==> src/rtl/debounce_pkg.sv <==
// Shared constants and helpers for the front-panel button debouncer.
// Channel indices follow the stopwatch panel wiring.
package debounce_pkg;

    localparam int DB_CLK_DIV      = 100;
    localparam int DB_STABLE_CNT   = 5;
    localparam int DB_REPEAT_FIRST = 50;
    localparam int DB_REPEAT_RATE  = 10;

    localparam int CH_RST    = 0;
    localparam int CH_PAUSE  = 1;
    localparam int CH_ADJ    = 2;
    localparam int CH_SELECT = 3;

    // Ceiling log2, never below 1 so a counter always has at least one bit.
    function automatic int clog2(input int value);
        int result;
        int rem;
        result = 0;
        rem    = value - 32'sd1;
        while (rem > 32'sd0) begin
            result = result + 32'sd1;
            rem    = rem >>> 1;
        end
        if (result < 32'sd1) begin
            result = 32'sd1;
        end
        return result;
    endfunction

endpackage

==> src/rtl/debounce_chan.sv <==
// One debounced button: synchroniser, stability counter, edge pulses and
// an optional hold-to-repeat timer, all advanced by a shared sample tick.
module debounce_chan
    import debounce_pkg::*;
#(
    parameter int STABLE_CNT   = DB_STABLE_CNT,
    parameter int REPEAT_FIRST = DB_REPEAT_FIRST,
    parameter int REPEAT_RATE  = DB_REPEAT_RATE,
    parameter bit REPEAT_EN    = 1'b0
) (
    input  logic clk,
    input  logic rst,
    input  logic sample_tick,
    input  logic btn_in,
    output logic btn_level,
    output logic btn_press,
    output logic btn_release,
    output logic btn_repeat
);

    localparam int SW = clog2(STABLE_CNT + 1);
    localparam logic [SW-1:0] STABLE_LAST = SW'(STABLE_CNT - 1);

    logic          sync_a_r;
    logic          sync_b_r;
    logic [SW-1:0] stab_cnt_r;
    logic          flip_s;

    // The level flips on the tick that supplies the last required differing sample.
    assign flip_s = sample_tick && (sync_b_r != btn_level) && (stab_cnt_r == STABLE_LAST);

    // Two-flop synchroniser for the asynchronous pin.
    always_ff @(posedge clk) begin
        if (rst) begin
            sync_a_r <= 1'b0;
            sync_b_r <= 1'b0;
        end else begin
            sync_a_r <= btn_in;
            sync_b_r <= sync_a_r;
        end
    end

    // Stability counter, debounced level and one-cycle edge pulses.
    always_ff @(posedge clk) begin
        if (rst) begin
            stab_cnt_r  <= {SW{1'b0}};
            btn_level   <= 1'b0;
            btn_press   <= 1'b0;
            btn_release <= 1'b0;
        end else begin
            btn_press   <= 1'b0;
            btn_release <= 1'b0;
            if (flip_s) begin
                stab_cnt_r  <= {SW{1'b0}};
                btn_level   <= ~btn_level;
                btn_press   <= ~btn_level;
                btn_release <= btn_level;
            end else if (sample_tick) begin
                if (sync_b_r == btn_level) begin
                    stab_cnt_r <= {SW{1'b0}};
                end else begin
                    stab_cnt_r <= stab_cnt_r + SW'(1);
                end
            end else begin
                stab_cnt_r <= stab_cnt_r;
            end
        end
    end

    generate
        if (REPEAT_EN) begin : g_repeat
            localparam int HW = clog2(REPEAT_FIRST + 1);
            localparam logic [HW-1:0] HOLD_LAST   = HW'(REPEAT_FIRST - 1);
            localparam logic [HW-1:0] HOLD_RELOAD = HW'(REPEAT_FIRST - REPEAT_RATE);

            logic [HW-1:0] hold_cnt_r;

            // Reloading below the threshold keeps the timer bounded during long holds.
            always_ff @(posedge clk) begin
                if (rst) begin
                    hold_cnt_r <= {HW{1'b0}};
                    btn_repeat <= 1'b0;
                end else begin
                    btn_repeat <= 1'b0;
                    if (!btn_level || flip_s) begin
                        hold_cnt_r <= {HW{1'b0}};
                    end else if (sample_tick) begin
                        if (hold_cnt_r == HOLD_LAST) begin
                            hold_cnt_r <= HOLD_RELOAD;
                            btn_repeat <= 1'b1;
                        end else begin
                            hold_cnt_r <= hold_cnt_r + HW'(1);
                        end
                    end else begin
                        hold_cnt_r <= hold_cnt_r;
                    end
                end
            end
        end else begin : g_no_repeat
            assign btn_repeat = 1'b0;
        end
    endgenerate

endmodule

==> src/rtl/debounce_bank.sv <==
// Multi-channel push-button debouncer: one shared sample prescaler feeding
// an independent debounce channel per button.
module debounce_bank
    import debounce_pkg::*;
#(
    parameter int                NUM_CH       = 4,
    parameter int                CLK_DIV      = DB_CLK_DIV,
    parameter int                STABLE_CNT   = DB_STABLE_CNT,
    parameter int                REPEAT_FIRST = DB_REPEAT_FIRST,
    parameter int                REPEAT_RATE  = DB_REPEAT_RATE,
    parameter logic [NUM_CH-1:0] REPEAT_MASK  = {NUM_CH{1'b0}}
) (
    input  logic              clk,
    input  logic              rst,
    input  logic [NUM_CH-1:0] btn_in,
    output logic [NUM_CH-1:0] btn_level,
    output logic [NUM_CH-1:0] btn_press,
    output logic [NUM_CH-1:0] btn_release,
    output logic [NUM_CH-1:0] btn_repeat,
    output logic              sample_tick
);

    localparam int DW = clog2(CLK_DIV);
    localparam logic [DW-1:0] DIV_LAST = DW'(CLK_DIV - 1);
    localparam logic [DW-1:0] DIV_PRE  = DW'(CLK_DIV - 2);

    logic [DW-1:0] div_cnt_r;

    // Prescaler; the tick is registered one count early so it lines up with the last count.
    always_ff @(posedge clk) begin
        if (rst) begin
            div_cnt_r   <= {DW{1'b0}};
            sample_tick <= 1'b0;
        end else begin
            sample_tick <= (div_cnt_r == DIV_PRE);
            if (div_cnt_r == DIV_LAST) begin
                div_cnt_r <= {DW{1'b0}};
            end else begin
                div_cnt_r <= div_cnt_r + DW'(1);
            end
        end
    end

    generate
        for (genvar i = 0; i < NUM_CH; i++) begin : g_chan
            debounce_chan #(
                .STABLE_CNT   (STABLE_CNT),
                .REPEAT_FIRST (REPEAT_FIRST),
                .REPEAT_RATE  (REPEAT_RATE),
                .REPEAT_EN    (REPEAT_MASK[i])
            ) u_chan (
                .clk         (clk),
                .rst         (rst),
                .sample_tick (sample_tick),
                .btn_in      (btn_in[i]),
                .btn_level   (btn_level[i]),
                .btn_press   (btn_press[i]),
                .btn_release (btn_release[i]),
                .btn_repeat  (btn_repeat[i])
            );
        end
    endgenerate

endmodule

==> config.mk <==
export PLATFORM = sky130hd
export DESIGN_NAME = debounce_bank
export DESIGN_NICKNAME = d
export VERILOG_FILES = /design/src/rtl/debounce_pkg.sv /design/src/rtl/debounce_chan.sv /design/src/rtl/debounce_bank.sv
export SDC_FILE = /design/constraint.sdc
export NUM_CORES = 1
export LEC_CHECK = 0
export ABC_AREA = 0
export ABC_CLOCK_PERIOD_IN_PS = 1300
export CAP_MARGIN = 40
export CORE_ASPECT_RATIO = 1.1
export CORE_MARGIN = 4
export CORE_UTILIZATION = 49
export CTS_CLUSTER_SIZE = 24
export DETAILED_ROUTE_END_ITERATION = 16
export PLACE_DENSITY = 0.84
export SYNTH_ARGS = -nofsm -noshare
export SYNTH_HDL_FRONTEND = slang
export SYNTH_HIERARCHICAL = 1
export SYNTH_SLANG_ARGS = --single-unit
export TNS_END_PERCENT = 100
==> constraint.sdc <==
create_clock -name clk -period 1.3 [get_ports clk]
set_input_delay 0.13 -clock clk [delete_from_list [all_inputs] [get_ports clk]]
set_output_delay 0.13 -clock clk [all_outputs]
set_load 0.02 [all_outputs]
; ---- Word level (Yosys, flattened, before mapping)
; Cells that the tools add are included.
; Widths: inputs -> output; s select.
[totals]
regBits = 40
latchBits = 0
mem_bits_rw = 0
mem_bits_ro = 0
inputBits = 6
out_inout_bits = 17
elab_cells = 74
memories = 0
[op_classes]
addsub = 5
mul = 0
div = 0
magnitude_cmp = 0
n_eq_ne = 14
shifts = 0
muxes = 4
n_bitwise = 8
reduce_logical = 17
[op_table]
columns = op, count
row1 = $reduce_or 2->1, 9
row2 = $eq 7x7->1 const B, 2
row3 = $add 3x1->3 const B, 4
row4 = $eq 3x3->1 const B, 4
row5 = $mux 3, 4
row6 = $logic_and 1x1->1, 8
row7 = $not 1->1, 8
row8 = $add 7x1->7 const B, 1
row9 = $eq 1x1->1, 4
row10 = $ne 1x1->1, 4

; ---- Longest topological paths before layout
[depth]
ltp_word = 5
depth_mapped = 5
depth_no_buf = 5

; ---- By module
; Netlist, hierarchy kept.
[by_module_without_submodules]
columns = module, instances, cells_per_inst, area_each_um2, seq_area_each_um2
row1 = debounce_chan, 4, 36, 372.9, 160.2
row2 = debounce_bank, 1, 38, 374.1, 160.2

; ---- Worst setup path after synthesis
; OpenSTA, ideal clock, no wires.
[synth_path]
path_type = reg-to-reg
start = register sample_tick
end = register g_chan[0].u_chan.stab_cnt_r[1]
setup_time_ps = 117
t_arrival_ps = 1356
required_time_ps = 1183
path_slack_ps = -173
path_stages_with_launch = 4
n_path_buf = 0
synth_period_minus_slack_ps = 1473
cell_sequence = dfxtp_1 nand3_1 and2b_2 nor3_1
[synth_via]
elab_chain_len = 3
[synth_lines]
columns = element, line_no
row1 = from (decl), debounce_bank.sv:20  ; output logic sample_tick
row2 = from (signal assigned), debounce_bank.sv:35  ; sample_tick <= (div_cnt_r == DIV_PRE);
row3 = $logic_and 1x1->1 (2 in series), debounce_chan.sv:30  ; assign flip_s = sample_tick && (sync_b_r != btn_level) && (stab_cnt_r == STABLE_LAST);
row4 = $reduce_or 2->1 (no line), --
row5 = to (signal assigned), debounce_chan.sv:46  ; stab_cnt_r <= {SW{1'b0}};
row6 = to (signal assigned), debounce_chan.sv:54  ; stab_cnt_r <= {SW{1'b0}};
row7 = to (signal assigned), debounce_chan.sv:60  ; stab_cnt_r <= {SW{1'b0}};
row8 = to (decl), debounce_chan.sv:26  ; logic [SW-1:0] stab_cnt_r;
; Parallel ways exist; a longest one is shown, timed or not.
; A chain may end at the register's enable or synchronous reset.

; ---- Worst setup path in the final report
[layout_path]
start = register div_cnt_r[1]
end = register div_cnt_r[6]
[layout_via]
elab_chain_len = 2
elab_cells_between_ends = 3
cone_classes = add/sub (1) / eq/ne (1) / reduce/logical (1)
[layout_lines]
columns = element, line_no
row1 = from (decl), debounce_bank.sv:27  ; logic [DW-1:0] div_cnt_r;
row2 = from (signal assigned), debounce_bank.sv:32  ; div_cnt_r <= {DW{1'b0}};
row3 = from (signal assigned), debounce_bank.sv:37  ; div_cnt_r <= {DW{1'b0}};
row4 = from (signal assigned), debounce_bank.sv:39  ; div_cnt_r <= div_cnt_r + DW'(1);
row5 = branches (longest 2 deep; another with $add 7x1->7), --
; Parallel ways; which one is timed is not known.

==> results.yml <==
synthesis:
  synth_warnings: 6
  synth_top_area_cell: "dfxtp_1"
  ys_ff_latch: 40
  synthTopCellsByArea: "dfxtp_1 (43%), ha_1 (6.7%), nand2b_1 (4.7%), nor2b_1 (4.0%), xor2_2 (3.5%)"
  ys_seq_area_share_pct: 42.9
  yosys.area.top_type_share_pct: 42.9
  synth_area_mm2: 0.00187
  avgSynthCellArea_um2: 10.3
  syn_inst: 182
  synth.distinct_cells: 32
  syn_nets: 198
drt:
  ant_nets: 0
  drc_errors: 0
  wire_per_inst_um: 12.0
  initialDrtViolationCount: 72
  drtPass1Iterations: 5
  routed_wl_mm: 3.17
  num_vias: 1334
  viasPerCell: 5.07
cts:
  cts_tree: "yes"
  path_clk_slew_ns: 0.07
  cts_num_sinks: 40
  htree_levels: 2
  clock_path_buffers: 2
  cts_buffers: 5
  insertion_delay_ns: 0.28
  hold_buffers: 0
  clockRootBuffer: "clkbuf_8"
pwr:
  switchingPower_mw: 0.467
  internal_power_mw: 1.73
  switching_share_pct: 21.2
  powerDensity_mw_per_mm2: 957
  combPwrFrac_pct: 5.2
  p_leak_nw: 0.923
  p_total_mw: 2.20
  p_clk_share_pct: 37.4
  p_seq_share_pct: 57.4
  irDropWorstVdd_uv: 607
floorplan:
  core_mm2: 0.00365
  start_util_pct: 51.0
  die_h_um: 72.7
  die_width_um: 66.8
  die_area_mm2: 0.00486
  placementRows: 23
  ios: 23
sta:
  final_hold_viol_count: 0
  finalSetupViolCount: 0
  fin_skew_ns: 0.00574
  rsz0062_at_grt: "yes"
  min_period_ns: 1.25
  fmax_mhz: 799
  fin_crit_sh_pct: 96.2
  maxSlewViolCount: 0
  hold_ws_ns: 0.152
global_routing:
  grt.overflow.total: 0
  antenna_found_initial: 0
  grt_pass1_vias: 1258
  grt_start_max_net_pins: 28
  grt.total_usage_pct: 14.0
  grt_pass1_wl_mm: 5.22
worst_setup_path:
  cp_top_family: "simple AND/OR/NAND/NOR gates"
  critPathSlowestCell: "dfxtp_2"
  crit_type: "flop to flop"
  cp_max_fo: 3
  worstPathArrival_ns: 1.42
  max_stage_delay_ns: 0.36
  crit_chain: "ha_4, and4bb_1, o41ai_1, or3b_1"
  cp-end-kind: "flop"
  critPathBufInv: 0
  start_kind: "flop"
  worstPathRequired_ns: 1.47
finish:
  antennaDiodeCount: 0
  drive_gt1_share_pct: 26.8
  multi_input_area_mm2: 0.00103
  register_area_um2: 808
  syn_to_final_growth_pct: 23.0
  final_cell_mix: "dfxtp_1 (34), nand2b_1 (14), dlygate4sd2_1 (13), nor2b_1 (12), buf_4 (12)"
  final_common_cell: "dfxtp_1"
  fillers: 319
  fin_nets: 228
flow_run:
  drv_cap: 0
placed_design:
  io_buffers: 18
  dp_hpwl_mm: 2.19
  place.gp.congestion: 0.788
worst_hold_path:
  hold_class: "input pin to flop"
outcome:
  status: "finished, final reports clean"
-- cells in the mapped netlist, drive strengths merged --
cell     count
o21bai       1
ha          10
nor4         1
conb         4
o41ai        1
a21oi        2
a211oi       4
nor4bb       4
nor3         8
nand4b       1
nand4bb      2
or2b         1
or3          1
nor4b        5
mux2i        4
nor2b       12
and4bb       1
inv         10
xor2         6
nor3b        4
nor2         8
and2b        4
dfxtp       40
a31oi        4
nand2        1
o21ai        9
nand3       11
nand2b      14
buf          8
or3b         1
-- worst register-to-register path: stages (launching register included) --
cell      delay [ns]
dfxtp_2         0.36
ha_4            0.15
and4bb_1        0.20
o41ai_1         0.06
or3b_1          0.36
-- registers in the layout (all words and copies together), names as in the netlist --
register,cells
g_chan.u_chan/sync_b_r,4
g_chan.u_chan/sync_a_r,4
g_chan.u_chan/stab_cnt_r,12
div_cnt_r,7
sample_tick,1
g_chan.u_chan/btn_press,4
g_chan.u_chan/btn_level,4
g_chan.u_chan/btn_release,4
-- power by group through the flow --
stage          clock (mW)  combinational [mW]  sequential, mW
4_1_cts             0.847               0.112            1.26
2_1_floorplan           0              0.0748            1.28
5_1_grt             0.895               0.125            1.26
3_3_place_gp            0               0.109            1.28
6_report            0.821               0.114            1.26
3_5_place_dp            0               0.111            1.28
-- logic make-up (layout without fill, tap and decap cells) --
| kind of cell | count (synthesis) | after routing | share of synthesized area [%] |
|---|---|---|---|
| adders and majority gates | 10 | 10 | 6.71 |
| AOI/OAI and AO/OA | 21 | 21 | 7.85 |
| buffers and inverters | 18 | 49 | 5.23 |
| other | 4 | 4 | 0.805 |
| DFF | 40 | 40 | 42.9 |
| xor gates and xnor gates | 6 | 6 | 4.43 |
| muxes | 4 | 4 | 2.15 |
| and+or+nand+nor | 79 | 79 | 29.9 |
-- what timing repair did --
| item | in CTS | in global routing |
|---|---|---|
| gates resized for setup | 16 | 13 |
| pin swaps | 1 | 0 |
| hold endpoints to repair | 0 | 0 |
| setup endpoints to repair | 14 | 12 |
| buffers inserted | 0 | 0 |
-- through the flow --
stage          util [%]  setup slack, ns  setup TNS (ns)  std cells  instance area (µm²)
6_report           62.8           0.0492               0        263                 2290
3_3_place_gp       59.0           0.0772               0        255                 2150
3_5_place_dp       59.0           0.0248               0        255                 2150
2_1_floorplan         -          0.00235               0        182                 1870
5_1_grt            62.8          -0.0205         -0.0393        263                 2290
4_1_cts            61.1           0.0116               0        263                 2230
-- metal layers --
| metal | vias to the layer above | track usage, % | part of all wire (%) |
|---|---|---|---|
| li1 | 676 | - | - |
| met1 | 634 | 15.1 | 46 |
| met2 | 19 | 24.9 | 50 |
| met3 | 5 | 4.31 | 3.3 |
| met4 | 0 | 5.87 | 1.1 |
| met5 | - | 0 | 0 |
-- path summary, 6_finish.rpt --
check                                             from                                           to  slack (ns)  depth (start not counted)
hold reg to reg   g_chan[3].u_chan/sync_a_r$_SDFF_PP0_         g_chan[3].u_chan/sync_b_r$_SDFF_PP0_        0.44                          1
setup reg to reg               div_cnt_r[1]$_SDFF_PP0_                      div_cnt_r[6]$_SDFF_PP0_        0.05                          4
hold / removal                                     rst  g_chan[2].u_chan/stab_cnt_r[0]$_SDFFE_PP0P_        0.15                          2
setup / recovery               div_cnt_r[1]$_SDFF_PP0_                      div_cnt_r[6]$_SDFF_PP0_        0.05                          4
-- cell type report --
cell class                 instances  share of cell area, %
clock buffer                       8                   3.93
inverter                          10                   1.64
multi-input combinational        124                   44.8
sequential                        40                   35.2
tap                               50                   2.73
timing repair buffer              31                   11.7
Power figures use the tool's default switching activity.
